===== src/rtl/timer_pkg.sv =====
`default_nettype none
// ============================================================================
// Module      : timer_pkg
// Description : Shared definitions for the countdown-timer digit stages:
//               default digit width, default largest count, digit type and
//               the zero digit constant.
// Revision    : 1.0 - initial release
// ============================================================================
package timer_pkg;

    // Default width of one digit stage
    localparam int TIMER_WIDTH   = 4;

    // Default largest legal count in one digit stage (decimal digit)
    localparam int TIMER_MAX_VAL = 9;

    // One BCD digit at the default width
    typedef logic [TIMER_WIDTH-1:0] digit_t;

    // Digit value reached by reset and by counting down to the bottom
    localparam digit_t DIGIT_ZERO = digit_t'(0);

endpackage : timer_pkg
`default_nettype wire


===== src/rtl/bcd_down_digit_range_sel.sv =====
`default_nettype none
// ============================================================================
// Module      : bcd_range_sel
// Description : Combinational legality filter for a candidate digit value.
//               Returns the value the counter may take plus a flag telling
//               whether the counter should take it at all.
//               Build option: BCD_DOWN_DIGIT_CLAMP_EN - when defined, any
//               out-of-range candidate is clamped to MAX_VAL. When undefined,
//               the reload path clamps and the load path reports invalid so
//               the counter holds.
// Revision    : 1.0 - initial release
// ============================================================================
module bcd_range_sel
    import timer_pkg::*;
#(
    parameter int WIDTH     = TIMER_WIDTH,
    parameter int MAX_VAL   = TIMER_MAX_VAL,
    parameter bit IS_RELOAD = 1'b0
) (
    input  logic [WIDTH-1:0] i_cand,
    output logic [WIDTH-1:0] o_value,
    output logic             o_valid
);

    localparam logic [WIDTH-1:0] c_max = WIDTH'(MAX_VAL);

`ifdef BCD_DOWN_DIGIT_CLAMP_EN
    localparam bit c_clamp_all = 1'b1;
`else
    localparam bit c_clamp_all = 1'b0;
`endif

    // Candidate lies above the largest legal digit
    logic w_over;
    assign w_over = (i_cand > c_max);

    generate
        if (c_clamp_all || IS_RELOAD) begin : g_clamp
            // Out-of-range values saturate to the top digit and are always taken
            assign o_value = w_over ? c_max : i_cand;
            assign o_valid = 1'b1;
        end else begin : g_reject
            // Out-of-range values are refused so the counter keeps its state
            assign o_value = i_cand;
            assign o_valid = ~w_over;
        end
    endgenerate

endmodule : bcd_range_sel
`default_nettype wire


===== src/rtl/bcd_down_digit.sv =====
`default_nettype none
// ============================================================================
// Module      : bcd_down_digit
// Description : One digit stage of a cascaded countdown timer. Counts down
//               from MAX_VAL to 0, reloads next_count_state on underflow,
//               supports synchronous parallel load and produces an active-low
//               ripple borrow (rco_L) that enables the next stage.
//               Build option: BCD_DOWN_DIGIT_CLAMP_EN selects clamping of
//               out-of-range loads (see bcd_range_sel).
// Revision    : 1.0 - initial release
// ============================================================================
module bcd_down_digit
    import timer_pkg::*;
#(
    parameter int WIDTH   = TIMER_WIDTH,
    parameter int MAX_VAL = TIMER_MAX_VAL
) (
    input  logic             clk,
    input  logic             rst,
    input  logic             enablen,
    input  logic             load,
    input  logic [WIDTH-1:0] in,
    input  logic [WIDTH-1:0] next_count_state,
    output logic [WIDTH-1:0] count,
    output logic             rco_L
);

    localparam logic [WIDTH-1:0] c_zero = WIDTH'(DIGIT_ZERO);
    localparam logic [WIDTH-1:0] c_one  = WIDTH'(1);

    logic [WIDTH-1:0] r_count;
    logic [WIDTH-1:0] w_load_val;
    logic             w_load_valid;
    logic [WIDTH-1:0] w_reload_val;
    logic             w_reload_valid;
    logic             w_at_zero;

    // Legalise the parallel-load value
    bcd_range_sel #(
        .WIDTH     (WIDTH),
        .MAX_VAL   (MAX_VAL),
        .IS_RELOAD (1'b0)
    ) u_load_sel (
        .i_cand  (in),
        .o_value (w_load_val),
        .o_valid (w_load_valid)
    );

    // Legalise the underflow reload value
    bcd_range_sel #(
        .WIDTH     (WIDTH),
        .MAX_VAL   (MAX_VAL),
        .IS_RELOAD (1'b1)
    ) u_reload_sel (
        .i_cand  (next_count_state),
        .o_value (w_reload_val),
        .o_valid (w_reload_valid)
    );

    assign w_at_zero = (r_count == c_zero);

    // Digit register: reset > load > count > hold
    always_ff @(posedge clk) begin
        if (rst) begin
            r_count <= c_zero;
        end else if (load) begin
            if (w_load_valid) begin
                r_count <= w_load_val;
            end
        end else if (!enablen) begin
            if (w_at_zero) begin
                // Zero never decrements, so the digit cannot wrap through all-ones
                if (w_reload_valid) begin
                    r_count <= w_reload_val;
                end
            end else begin
                r_count <= r_count - c_one;
            end
        end
    end

    assign count = r_count;

    // Borrow to the next stage while this digit sits at zero and is enabled
    assign rco_L = ~(w_at_zero & ~enablen);

endmodule : bcd_down_digit
`default_nettype wire


===== config.mk =====
export PLATFORM = sky130hd
export DESIGN_NAME = bcd_down_digit
export DESIGN_NICKNAME = d
export VERILOG_FILES = /design/src/rtl/timer_pkg.sv /design/src/rtl/bcd_down_digit_range_sel.sv /design/src/rtl/bcd_down_digit.sv
export SDC_FILE = /design/constraint.sdc
export NUM_CORES = 1
export LEC_CHECK = 0
export CAP_MARGIN = 20
export CELL_PAD_IN_SITES_DETAIL_PLACEMENT = 0
export CELL_PAD_IN_SITES_GLOBAL_PLACEMENT = 1
export CORE_AREA = 2 2 39 41
export CTS_CLUSTER_SIZE = 16
export DETAILED_ROUTE_END_ITERATION = 10
export DIE_AREA = 0 0 41 43
export HOLD_SLACK_MARGIN = 0.02
export PLACE_DENSITY_LB_ADDON = 0.1
export SYNTH_ARGS = -nofsm -noshare
export SYNTH_HDL_FRONTEND = slang
export SYNTH_SLANG_ARGS = --single-unit

===== constraint.sdc =====
create_clock -name clk -period 3 [get_ports clk]
set_input_delay 0.45 -clock clk [delete_from_list [all_inputs] [get_ports clk]]
set_output_delay 0.45 -clock clk [all_outputs]
set_load 0.01 [all_outputs]

==> impl_metrics.yaml <==
place:
  dp_cells: 76
  hpwl_um: 753
  portBuffers: 16
  place.gp.congestion: 0.730
  dpl_cell_area_um2: 520
finish:
  design_area_um2: 543
  area_growth_syn_to_layout_pct: 56.1
  num-nets-final: 78
  diodes: 0
  largest_reg_flops: 4
  fin_cells: 79
  final_layout_size_suffix_gt1_share_pct: 11.1
  nFillCells: 155
global_routing:
  grt_pass1_wl_um: 1630
  antenna_found_initial: 0
  grt_pass1_vias: 387
  overflow: 0
  grt_start_max_net_pins: 11
  grt_use_total_pct: 13.3
clock_network:
  cts_hold_buf: 0
  path_clk_slew_ns: 0.04
  numCtsBuffers: 3
  cts-resized-gates: 0
  post_cts_buffers: 0
  cts_root_buffer: "clkbuf_4"
  cts_max_level: 1
  cts_tree: "yes"
  numClockSinks: 4
  clock_path_buffers: 2
  insertion_delay_ns: 0.23
worst_setup_path:
  crit_arrival_ns: 1.91
  endpoint_kind: "output pin"
  worstSetupStartpointType: "flop"
  crit_type: "reg2out"
  cp_max_fo: 5
  worstPathRequired_ns: 2.55
synth:
  synth_area_leader_cell: "dfxtp_1"
  seq_area_frac_synth_pct: 23.0
  netlist.area_leader.share_pct: 23.0
  yosys_warnings: 0
  syn_nets: 58
  ys_ff_latch: 4
  synthDistinctLibCells: 24
  syn_inst: 45
  syn_avg_cell_area_um2: 7.73
  synth_area_um2: 348
  yosys-top-cells-area: "dfxtp_1 23%, a21oi_1 8.6%, inv_1 7.6%, a221oi_1 5.0%, o41ai_2 4.7%"
sta:
  fin_crit_ns: 2.36
  fin_skew_ns: 0.00196
  setup_viol: 0
  worst_slew_pin_slew_ns: 0.342
  rsz0062_at_grt: "no"
  fmax_ghz: 0.424
  maxSlewHeadroom_pct: 77.0
  hold_violations: 0
  min_period_over_period_pct: 78.7
  setup_tns_ns: 0
  slew_viol_final: 0
routing:
  drc: 0
  wire_per_inst_um: 11.9
  vias: 401
  dr.pass1.iters: 4
  viasPerCell: 5.08
  antenna_left: 0
  wl_um: 937
  drt-initial-drc-count: 9
floorplan:
  start_util_pct: 25.1
  die-area_mm2: 0.00176
  num_rows: 14
  io-pin-count: 17
  coreArea_mm2: 0.00138
  die_y_um: 43
  die_w_um: 41
run_status:
  status: "complete, no violations"
power:
  p_per_area_mw_per_mm2: 398
  peakVddDrop_uv: 214
  power.static_leakage_nw: 0.217
job:
  cap_violations: 0
worst_hold_path:
  hp-class: "reg2reg"
[critical path, cell delays in order (launching register included)]
cell and delay [ns]:
dfxtp_1 0.32, inv_1 0.10, ha_1 0.21, nor3b_2 0.31, or2b_1 0.25, clkdlybuf4s50_1 0.47
[logic make-up (layout without fill, tap and decap cells)]
family / count (synthesis) / in the layout / synth area share, %
AOI/OAI and AO/OA: 18 / 18 / 37.8
adders and majority gates: 1 / 1 / 3.60
buffers and inverters: 8 / 26 / 9.71
DFF: 4 / 4 / 23.0
and+or+nand+nor: 14 / 14 / 25.9
[cell usage in the layout, fill, tap and decap left out, drive strengths merged]
master / netlist / routed
nand3b: 1 / 1
o21bai: 1 / 1
a211oi: 1 / 1
nor4: 1 / 1
nor2: 2 / 2
o311a: 1 / 1
o21ai: 2 / 2
or2b: 1 / 1
nor4b: 1 / 1
and2b: 1 / 1
clkbuf: 0 / 3
nor3b: 1 / 1
nor2b: 2 / 2
ha: 1 / 1
nor3: 2 / 2
nand2: 2 / 2
o41ai: 1 / 1
o31ai: 1 / 1
dfxtp: 4 / 4
a221oi: 2 / 2
inv: 7 / 7
clkdlybuf4s50: 0 / 16
o31a: 1 / 1
a21oi: 6 / 6
a31oi: 2 / 2
[routing by layer]
metal	up-vias	routed length (um)	global-route usage, %
met4	0	0	6.00
met5	-	0	0
met3	0	70	3.14
li1	204	-	-
met2	17	422	18.1
met1	180	444	19.2
[final cells by class]
type	instances	area [um^2]	share of cell area, %
sequential	4	80.1	14.7
timing repair buffer	16	160	29.5
clock buffer	3	22.5	4.15
tap	16	20.0	3.69
inverter	7	26.3	4.84
multi-input combinational	33	234	43.1
[cell usage after synthesis]
library cell / n
ha_1: 1
a21oi_1: 6
nor2_1: 2
o21ai_0: 2
nor4b_1: 1
or2b_1: 1
and2b_4: 1
buf_4: 1
nand2_1: 2
o311a_1: 1
nor2b_1: 2
nor3_1: 2
o31ai_1: 1
dfxtp_1: 4
o31a_1: 1
a211oi_1: 1
a31oi_1: 2
o21bai_2: 1
inv_1: 7
o41ai_2: 1
nand3b_1: 1
a221oi_1: 2
nor4_1: 1
nor3b_2: 1
[path summary, 6_finish.rpt]
| check | from | endpoint | slack, ns | cells after the start |
|---|---|---|---|---|
| min | count[2] | count[2] | 0.60 | 2 |
| max reg2reg | count[0] | count[0] | 1.50 | 5 |
| max | count[0] | rco_L | 0.64 | 5 |
| min reg2reg | count[2] | count[2] | 0.60 | 2 |
[power by group]
part	switching [mW]	total [mW]	internal, mW
clock network	0.0216	0.0663	0.0447
registers	0.00806	0.0670	0.0589
logic	0.0356	0.0829	0.0473
[stage by stage]
stage / total power [mW] / setup WS, ns / hold WS (ns) / util (%)
after CTS: 0.220 / 0.640 / 0.616 / 39.2
after detailed placement: 0.151 / 0.903 / 0.609 / 37.6
after floorplan: 0.112 / 1.38 / 0.519 / -
after global routing: 0.235 / 0.531 / 0.663 / 39.2
final: 0.216 / 0.640 / 0.602 / 39.2
after global placement: 0.152 / 0.896 / 0.607 / 37.6
Note: power is estimated with default switching activity, not from simulation.
